[src/rtl/gen_frecv.sv]
// gen_frecv -- programmable square-wave generator driven by a phase accumulator.
//
// A frequency word from the front-panel selector is scaled by STEP_PER_HZ into a
// phase increment. The accumulator MSB is the output wave. New words wait in a
// pending register and are swapped in on an accumulator wrap, so the output never
// shows a truncated phase. The active word is reported back for display.
//
// Optional feature macro: GEN_FRECV_CLAMP_EN
//   defined   : captured words are clamped to [1, 9999] (word 0 becomes 1)
//   undefined : words are taken as-is; word 0 stops the output at the next boundary
//
// Ports:
//   clk         in   system clock, rising edge
//   reset       in   asynchronous, active-high
//   enable      in   run enable (level)
//   frecv_sel   in   requested frequency word [width]
//   q_modif     in   load strobe, captures frecv_sel on every high cycle
//   out_wave    out  square wave (registered accumulator MSB)
//   out_tick    out  one-cycle pulse after each accumulator wrap
//   frecv_activ out  word currently driving the accumulator [width]
//   upd_pend    out  a captured word is waiting for a period boundary
//   upd_done    out  one-cycle pulse when a captured word becomes active
module gen_frecv #(
  parameter int width       = 16,
  parameter int ACC_W       = 32,
  parameter int STEP_PER_HZ = 86
) (
  input  logic             clk,
  input  logic             reset,
  input  logic             enable,
  input  logic [width-1:0] frecv_sel,
  input  logic             q_modif,
  output logic             out_wave,
  output logic             out_tick,
  output logic [width-1:0] frecv_activ,
  output logic             upd_pend,
  output logic             upd_done
);

  typedef enum logic [1:0] {IDLE, RUN, PEND} state_t;

  state_t             state, state_n;
  logic [ACC_W-1:0]   acc, acc_n;
  logic [width-1:0]   pend_word, pend_n;
  logic [width-1:0]   activ_n;
  logic               wave_n, tick_n, upd_pend_n, upd_done_n;

  logic [width-1:0]   sel_c;
  logic [width-1:0]   apply_word;
  logic [ACC_W-1:0]   inc;
  logic [ACC_W:0]     sum_w;
  logic               carry;

  // Word conditioning before it enters the pending register.
`ifdef GEN_FRECV_CLAMP_EN
  always_comb begin
    if (frecv_sel == '0)
      sel_c = width'(1);
    else if (32'(frecv_sel) > 32'd9999)
      sel_c = width'(9999);
    else
      sel_c = frecv_sel;
  end
`else
  assign sel_c = frecv_sel;
`endif

  // Increment is the active word times the step constant, truncated to ACC_W.
  assign inc   = ACC_W'(frecv_activ) * ACC_W'(STEP_PER_HZ);
  assign sum_w = {1'b0, acc} + {1'b0, inc};
  assign carry = sum_w[ACC_W];

  // A fresh capture on this cycle wins over an older pending word.
  assign apply_word = q_modif ? sel_c : pend_word;

  always_ff @(posedge clk or posedge reset) begin
    if (reset) begin
      state       <= IDLE;
      acc         <= '0;
      out_wave    <= 1'b0;
      out_tick    <= 1'b0;
      frecv_activ <= '0;
      pend_word   <= '0;
      upd_pend    <= 1'b0;
      upd_done    <= 1'b0;
    end else begin
      state       <= state_n;
      acc         <= acc_n;
      out_wave    <= wave_n;
      out_tick    <= tick_n;
      frecv_activ <= activ_n;
      pend_word   <= pend_n;
      upd_pend    <= upd_pend_n;
      upd_done    <= upd_done_n;
    end
  end

  always_comb begin
    state_n    = state;
    acc_n      = acc;
    wave_n     = 1'b0;
    tick_n     = 1'b0;
    activ_n    = frecv_activ;
    pend_n     = pend_word;
    upd_pend_n = upd_pend;
    upd_done_n = 1'b0;

    unique case (state)
      IDLE: begin
        acc_n = '0;
        // No period boundary to wait for: apply captures (or a word left
        // pending by a wrap that stopped the output) right away.
        if (q_modif || upd_pend) begin
          activ_n    = apply_word;
          upd_done_n = 1'b1;
          upd_pend_n = 1'b0;
        end
        if (enable && activ_n != '0) state_n = RUN;
      end

      RUN, PEND: begin
        if (!enable) begin
          state_n = IDLE;
          acc_n   = '0;
          if (q_modif || upd_pend) begin
            activ_n    = apply_word;
            upd_done_n = 1'b1;
            upd_pend_n = 1'b0;
          end
        end else begin
          acc_n  = sum_w[ACC_W-1:0];
          wave_n = sum_w[ACC_W-1];
          tick_n = carry;
          if (state == PEND && carry) begin
            activ_n    = pend_word;
            upd_done_n = 1'b1;
            upd_pend_n = 1'b0;
            if (pend_word == '0) begin
              state_n = IDLE;
              acc_n   = '0;
              wave_n  = 1'b0;
            end else begin
              state_n = RUN;
            end
          end
          // A capture always lands in pending; on a wrap in PEND it becomes
          // the next word behind the one just applied.
          if (q_modif) begin
            pend_n     = sel_c;
            upd_pend_n = 1'b1;
            if (state_n == RUN) state_n = PEND;
          end
        end
      end

      default: state_n = IDLE;
    endcase
  end

endmodule

[config.mk]
export PLATFORM = sky130hd
export DESIGN_NAME = gen_frecv
export DESIGN_NICKNAME = d
export VERILOG_FILES = /design/src/rtl/gen_frecv.sv
export SDC_FILE = /design/constraint.sdc
export NUM_CORES = 1
export LEC_CHECK = 0
export CORE_ASPECT_RATIO = 0.8
export CORE_MARGIN = 3
export CORE_UTILIZATION = 31
export CTS_BUF_LIST = sky130_fd_sc_hd__clkbuf_4 sky130_fd_sc_hd__clkbuf_8
export DETAILED_ROUTE_END_ITERATION = 7
export GPL_ROUTABILITY_DRIVEN = 0
export SLEW_MARGIN = 20
export SYNTH_ARGS = -nofsm -noshare
export SYNTH_HDL_FRONTEND = slang
export SYNTH_SLANG_ARGS = --single-unit
[constraint.sdc]
create_clock -name clk -period 6 [get_ports clk]
set_input_delay 0.6 -clock clk [delete_from_list [all_inputs] [get_ports clk]]
set_output_delay 0.6 -clock clk [all_outputs]
set_load 0.01 [all_outputs]
* After elaboration in Yosys (flattened, before gate mapping)
Cells that the tools add are included.
** Storage, ports and cells
- Register bits :: 70
- Input port bits :: 20
- Output and inout bits :: 20
- Logic and storage cells :: 61
** Cells by class
- Add/sub/neg operators :: 1
- Multipliers :: 1
- Eq/ne operators :: 6
- Mux-type cells :: 34
- Reductions and logical operators :: 11
** Operators with widths (count)
- 32-bit 2-to-1 mux :: 3
- 16-bit 2-to-1 mux :: 5
- 32-bit one-hot mux with 2 select lines :: 1
- 32-bit by 23-bit adder with 33-bit output :: 1
- 16-bit one-hot mux with 2 select lines :: 1
- 16-bit by 6-bit multiplier with 22-bit output (second input constant) :: 1
- 16-bit zero test :: 1
- 16-bit nonzero test :: 1
- 1-bit 2-to-1 mux :: 14
- 2-bit 2-to-1 mux :: 7
- 2-bit AND reduction :: 3
- 2-bit by 1-bit equality test with 1-bit output (second input constant) :: 2
- 4-bit != test (second input constant) :: 1
- 1-bit one-hot mux with 2 select lines :: 2
- 2-bit one-hot mux with 2 select lines :: 1
- 3-bit != test (second input constant) :: 1
- 2-bit equality test (second input constant) :: 1
- 1-bit logical AND :: 2
- 2-bit zero test :: 1
- 2-bit != test (second input constant) :: 1
- 2-bit nonzero test :: 1
- 2-bit OR reduction :: 1
- 1-bit logical OR :: 1

* Depth between registers and ports, before layout
- Depth after elaboration :: 11
- Mapped depth :: 25
- Depth with buffers taken out :: 23

* Worst setup path after synthesis
Ideal clock, no wire load.
- Path kind :: register -> register
- Start point :: reg frecv_activ[8]
- End point :: reg out_wave
- Library setup time :: 0.067 ns
- Data arrival time :: 5.462 ns
- Data required time :: 5.933 ns
- Setup slack :: 0.471 ns
- Stages on the path, launching flop included :: 26
- Buffers on the path :: 2
- Period minus slack after synthesis :: 5.529 ns
- Cell sequence :: dfrtp_1 > ha_1 > fa_1 > inv_1 > fa_1 > inv_1 > ha_1 > a21o_1 > a21o_1 > a21o_1 > nor3_1 > nand3_1 > a41oi_1 > o21bai_1 > xor2_1 > ha_1 > a21o_1 > a21o_1 > nand2_1 > or2_1 > buf_1 > o21ai_1 > or2_1 > buf_2 > or4_1 > nand2_1
** On the way
- Longest elaborated chain between the ends :: 6
- Elaborated cells on any way between the ends :: 7
- Classes of those cells :: 1 x add/sub; 1 x mul; 4 x mux; 1 x reduce/logical
** RTL lines
- start: declaration :: RTL line 35 : output logic [width-1:0] frecv_activ,
- start signal: assignment :: RTL line 91 : frecv_activ <= activ_n;
- 16-bit by 6-bit multiplier with 22-bit output * :: RTL line 69 : assign inc = ACC_W'(frecv_activ) * ACC_W'(STEP_PER_HZ);
- 32-bit by 23-bit adder with 33-bit output * :: RTL line 70 : assign sum_w = {1'b0, acc} + {1'b0, inc};
- 1-bit 2-to-1 mux / 1-bit logical AND (equally long branches) :: RTL line 138, 134
- 1-bit 2-to-1 mux * :: RTL line 134 : if (state == PEND && carry) begin
- 1-bit 2-to-1 mux * :: RTL line 122 : if (!enable) begin
- 1-bit 2-to-1 mux * :: RTL line 108 : unique case (state)
- end signal: assignment :: RTL line 89 : out_wave <= wave_n;
- end: declaration :: RTL line 33 : output logic out_wave,
Mark *: on every way between the ends. The rest lies on a longest branch, timed or not.
A chain may end at the register's enable or synchronous reset.

* Final worst setup path
- Start point :: reg frecv_activ[4]
- End point :: reg acc[29]
** On the way
- Longest elaborated chain between the ends :: 6
- Elaborated cells on any way between the ends :: 7
- Classes of those cells :: 1 x add/sub; 1 x mul; 4 x mux; 1 x reduce/logical
** RTL lines
- 16-bit by 6-bit multiplier with 22-bit output * :: RTL line 69
- 32-bit by 23-bit adder with 33-bit output * :: RTL line 70
- 32-bit 2-to-1 mux / 1-bit logical AND (equally long branches) :: RTL line 138, 134
- 32-bit 2-to-1 mux * :: RTL line 134
- 32-bit 2-to-1 mux * :: RTL line 122
- 32-bit one-hot mux with 2 select lines * :: RTL line 108
- end signal: assignment :: RTL line 88 : acc <= acc_n;
- end: declaration :: RTL line 43 : logic [ACC_W-1:0] acc, acc_n;
Marked as above.

==> results.cfg <==
[worst_setup_path]
cpMaxStageDelayCell = fa_1
r2r_slack_ps = 370
r2r-start = frecv_activ[4]
reg2regPathDepth = 22
rr_endpoint = acc[29]
cp.required_ps = 6270
arrival_ps = 5910
start_kind = flip-flop
crit_type = flip-flop to flip-flop
end_kind = flip-flop
slowest_delay_ps = 530
path_max_fanout = 7
cp_cell_sequence = ha_1, fa_1, inv_1, fa_1, inv_1, ha_1, or2_2, a21oi_1, a21oi_1, a21o_1, a21oi_2, o21ai_0, xor2_1, ha_2, nand4_1, or2_2, a31oi_4, o211a_1, nor3_2, buf_4, nor4bb_1, a211o_1

[logic_synthesis]
synth-xor-area-share = 0.0498
synth-compound-area-share = 0.177
synth_flop_cell = dfrtp_1
ys_seq_area_frac = 0.265
synth_top_family_by_area = adder cells
synth_cell_types = 58
muxShareOfSynthArea = 0.0538
syn_inst = 732
synth-edff-count = 0
yosys.area_share.simple = 0.148
synth_warnings = 0
synthArstFlopShare = 1.00
syn_area_um2 = 6510
synth_nets = 863
synth-seq-cells = 69
synth.avg_cell_area_um2 = 8.89
synth_fa_ha_area_frac = 0.243

[worst_hold_path]
min_from = acc[12]
hold_path.class = flip-flop to flip-flop
whs_endpoint = acc[12]
min_path_cells = 2

[routing]
drc_errors = 0
vias = 5318
drtAntennaViolNets = 0
wl_per_cell_um = 15.3
drt_iter0_markers = 280
dr.pass1.iters = 5
viasPerCell = 5.12
detail_route.wirelength_um = 15900

[finish]
area_growth_pct = 15.4
stdcell_area_um2 = 7510
fin_nets = 901
utilization = 0.372
final_cell_mix = ha_1 (83), inv_1 (82), nor2_1 (78)
diodes = 0
drive_above_1_share = 0.0890
final_common_cell = ha_1

[placement]
portBuffers = 39
dp_hpwl_um = 12200
dpl_cell_area_um2 = 7230

[floorplanning]
die_width_um = 168
die_y_um = 136
die_area_um2 = 22800
ios = 40
num_rows = 46
initial_utilization = 0.322
core_um2 = 20200

[clock_tree]
clockBufferDepth = 2
cts_root_buffer = clkbuf_8
clk_latency_ps = 380
clk_pin_slew_ps = 90
cts_setup_buffers = 0
ctsHtreeMaxLevel = 3
cts_tree = done
cts_sinks = 69
numCtsBuffers = 9

[global_route]
grt_max_degree = 70
grt_use_met1 = 0.224
grt.met3_usage = 0.0309
grt_pass1_wl_um = 26800
grt_util_all_layers = 0.145
use_met2 = 0.206
grt-ovfl-total = 0
antenna_found_initial = 0
grt_pass1_vias = 5207
grt.busiest_layer = met1

[timing]
setup_violations = 0
worst_pin_slew_ps = 1050
clock.fmax_mhz = 178
fin_crit_ps = 5630
slew_headroom = 0.300
slew_violations = 0
clock_skew_ps = 14.7
hold_viol = 0
period_share = 0.939

[run]
maxCapViolCount = 0

[status]
outcome = finished clean
## how the worst max path moves through the flow
stage / depth (start not counted) / end / slack [ps] / from
after detailed placement: 20 / acc[31] / 290 / frecv_activ[4]
after CTS: 20 / acc[31] / 240 / frecv_activ[4]
after global routing: 22 / acc[29] / -20 / frecv_activ[4]
final: 22 / acc[29] / 370 / frecv_activ[4]
after global placement: 20 / acc[31] / 330 / frecv_activ[4]
after floorplan: 25 / out_wave / 470 / frecv_activ[8]
## cell families after synthesis
| family | count (synthesis) |
|---|---|
| muxes | 33 |
| buffers and inverters | 107 |
| and+or+nand+nor | 202 |
| xor gates and xnor gates | 37 |
| adders and majority gates | 111 |
| DFF | 69 |
| AOI/OAI and AO/OA | 173 |
## metal layers
| metal | vias to the layer above | routed length [µm] |
|---|---|---|
| met5 | - | 0 |
| met4 | 0 | 140 |
| met2 | 105 | 6550 |
| met3 | 11 | 843 |
| li1 | 2633 | - |
| met1 | 2569 | 8390 |
## per-stage QoR
| step | cells | hold WS [ps] | setup WS, ps | setup TNS, ps |
|---|---|---|---|---|
| after global placement | 1023 | 475 | 326 | 0 |
| after CTS | 1039 | 503 | 239 | 0 |
| after global routing | 1039 | 523 | -18.8 | -18.8 |
| final | 1039 | 498 | 367 | 0 |
| after detailed placement | 1023 | 481 | 287 | 0 |
| after floorplan | 732 | 453 | 471 | 0 |
## cells in the mapped netlist (all sizes together), types with 2 or more instances
cell	instances	area share
or3	5	0.0063
and2	4	0.0038
nand2b	2	0.0019
dfrtp	69	0.27
nand2	43	0.025
ha	85	0.16
a211o	2	0.0027
xor2	15	0.020
inv	83	0.048
buf	8	0.0058
a21o	19	0.022
xnor2	22	0.030
or4	2	0.0023
a31oi	7	0.010
o211ai	7	0.0088
o31ai	14	0.016
mux2	16	0.028
clkbuf	16	0.0092
o21bai	2	0.0023
a21oi	74	0.057
a22o	7	0.0094
nand3b	3	0.0035
fa	26	0.080
o22ai	4	0.0038
nand4	13	0.013
or2	6	0.0058
nor4	4	0.0038
mux2i	17	0.026
o21ai	14	0.011
nor2b	7	0.0067
o21a	4	0.0046
nor3	13	0.011
nor2	79	0.046
o221ai	2	0.0027
o211a	4	0.0062
o41ai	4	0.0083
a211oi	2	0.0023
and3	4	0.0038
o31a	2	0.0027
nand3	14	0.011
## what timing repair did
item / CTS / global route
gates resized for setup: 0 / 12
setup endpoints to repair: 0 / 34
hold buffers: 0 / 0
## critical path: cells and delay by family, from the launching register on
family                   cells  cell delay, ps
XOR/XNOR                     1             160
flip-flops                   1             480
AO/OA/AOI/OAI                8            1510
adder cells (fa/ha/maj)      5            2070
AND/OR/NAND/NOR              5            1000
buffers and inverters        3             280
## area by class of cell
| type | count | area [µm²] |
|---|---|---|
| Fill cell | 2060 | 12700 |
| Multi-Input combinational cell | 556 | 4410 |
| Sequential cell | 69 | 1730 |
| Timing Repair Buffer | 51 | 493 |
| Tap cell | 264 | 330 |
| Inverter | 83 | 312 |
| Clock buffer | 9 | 124 |
| Clock inverter | 7 | 105 |
## flip-flops by register name (all words and copies together) (netlist names)
name and flops:
acc 31, frecv_activ 16, pend_word 16, state 2
out_tick 1, out_wave 1, upd_done 1, upd_pend 1
Power is not shown: default switching activity piles up to over one toggle a cycle in this logic, so the estimate is an artifact.
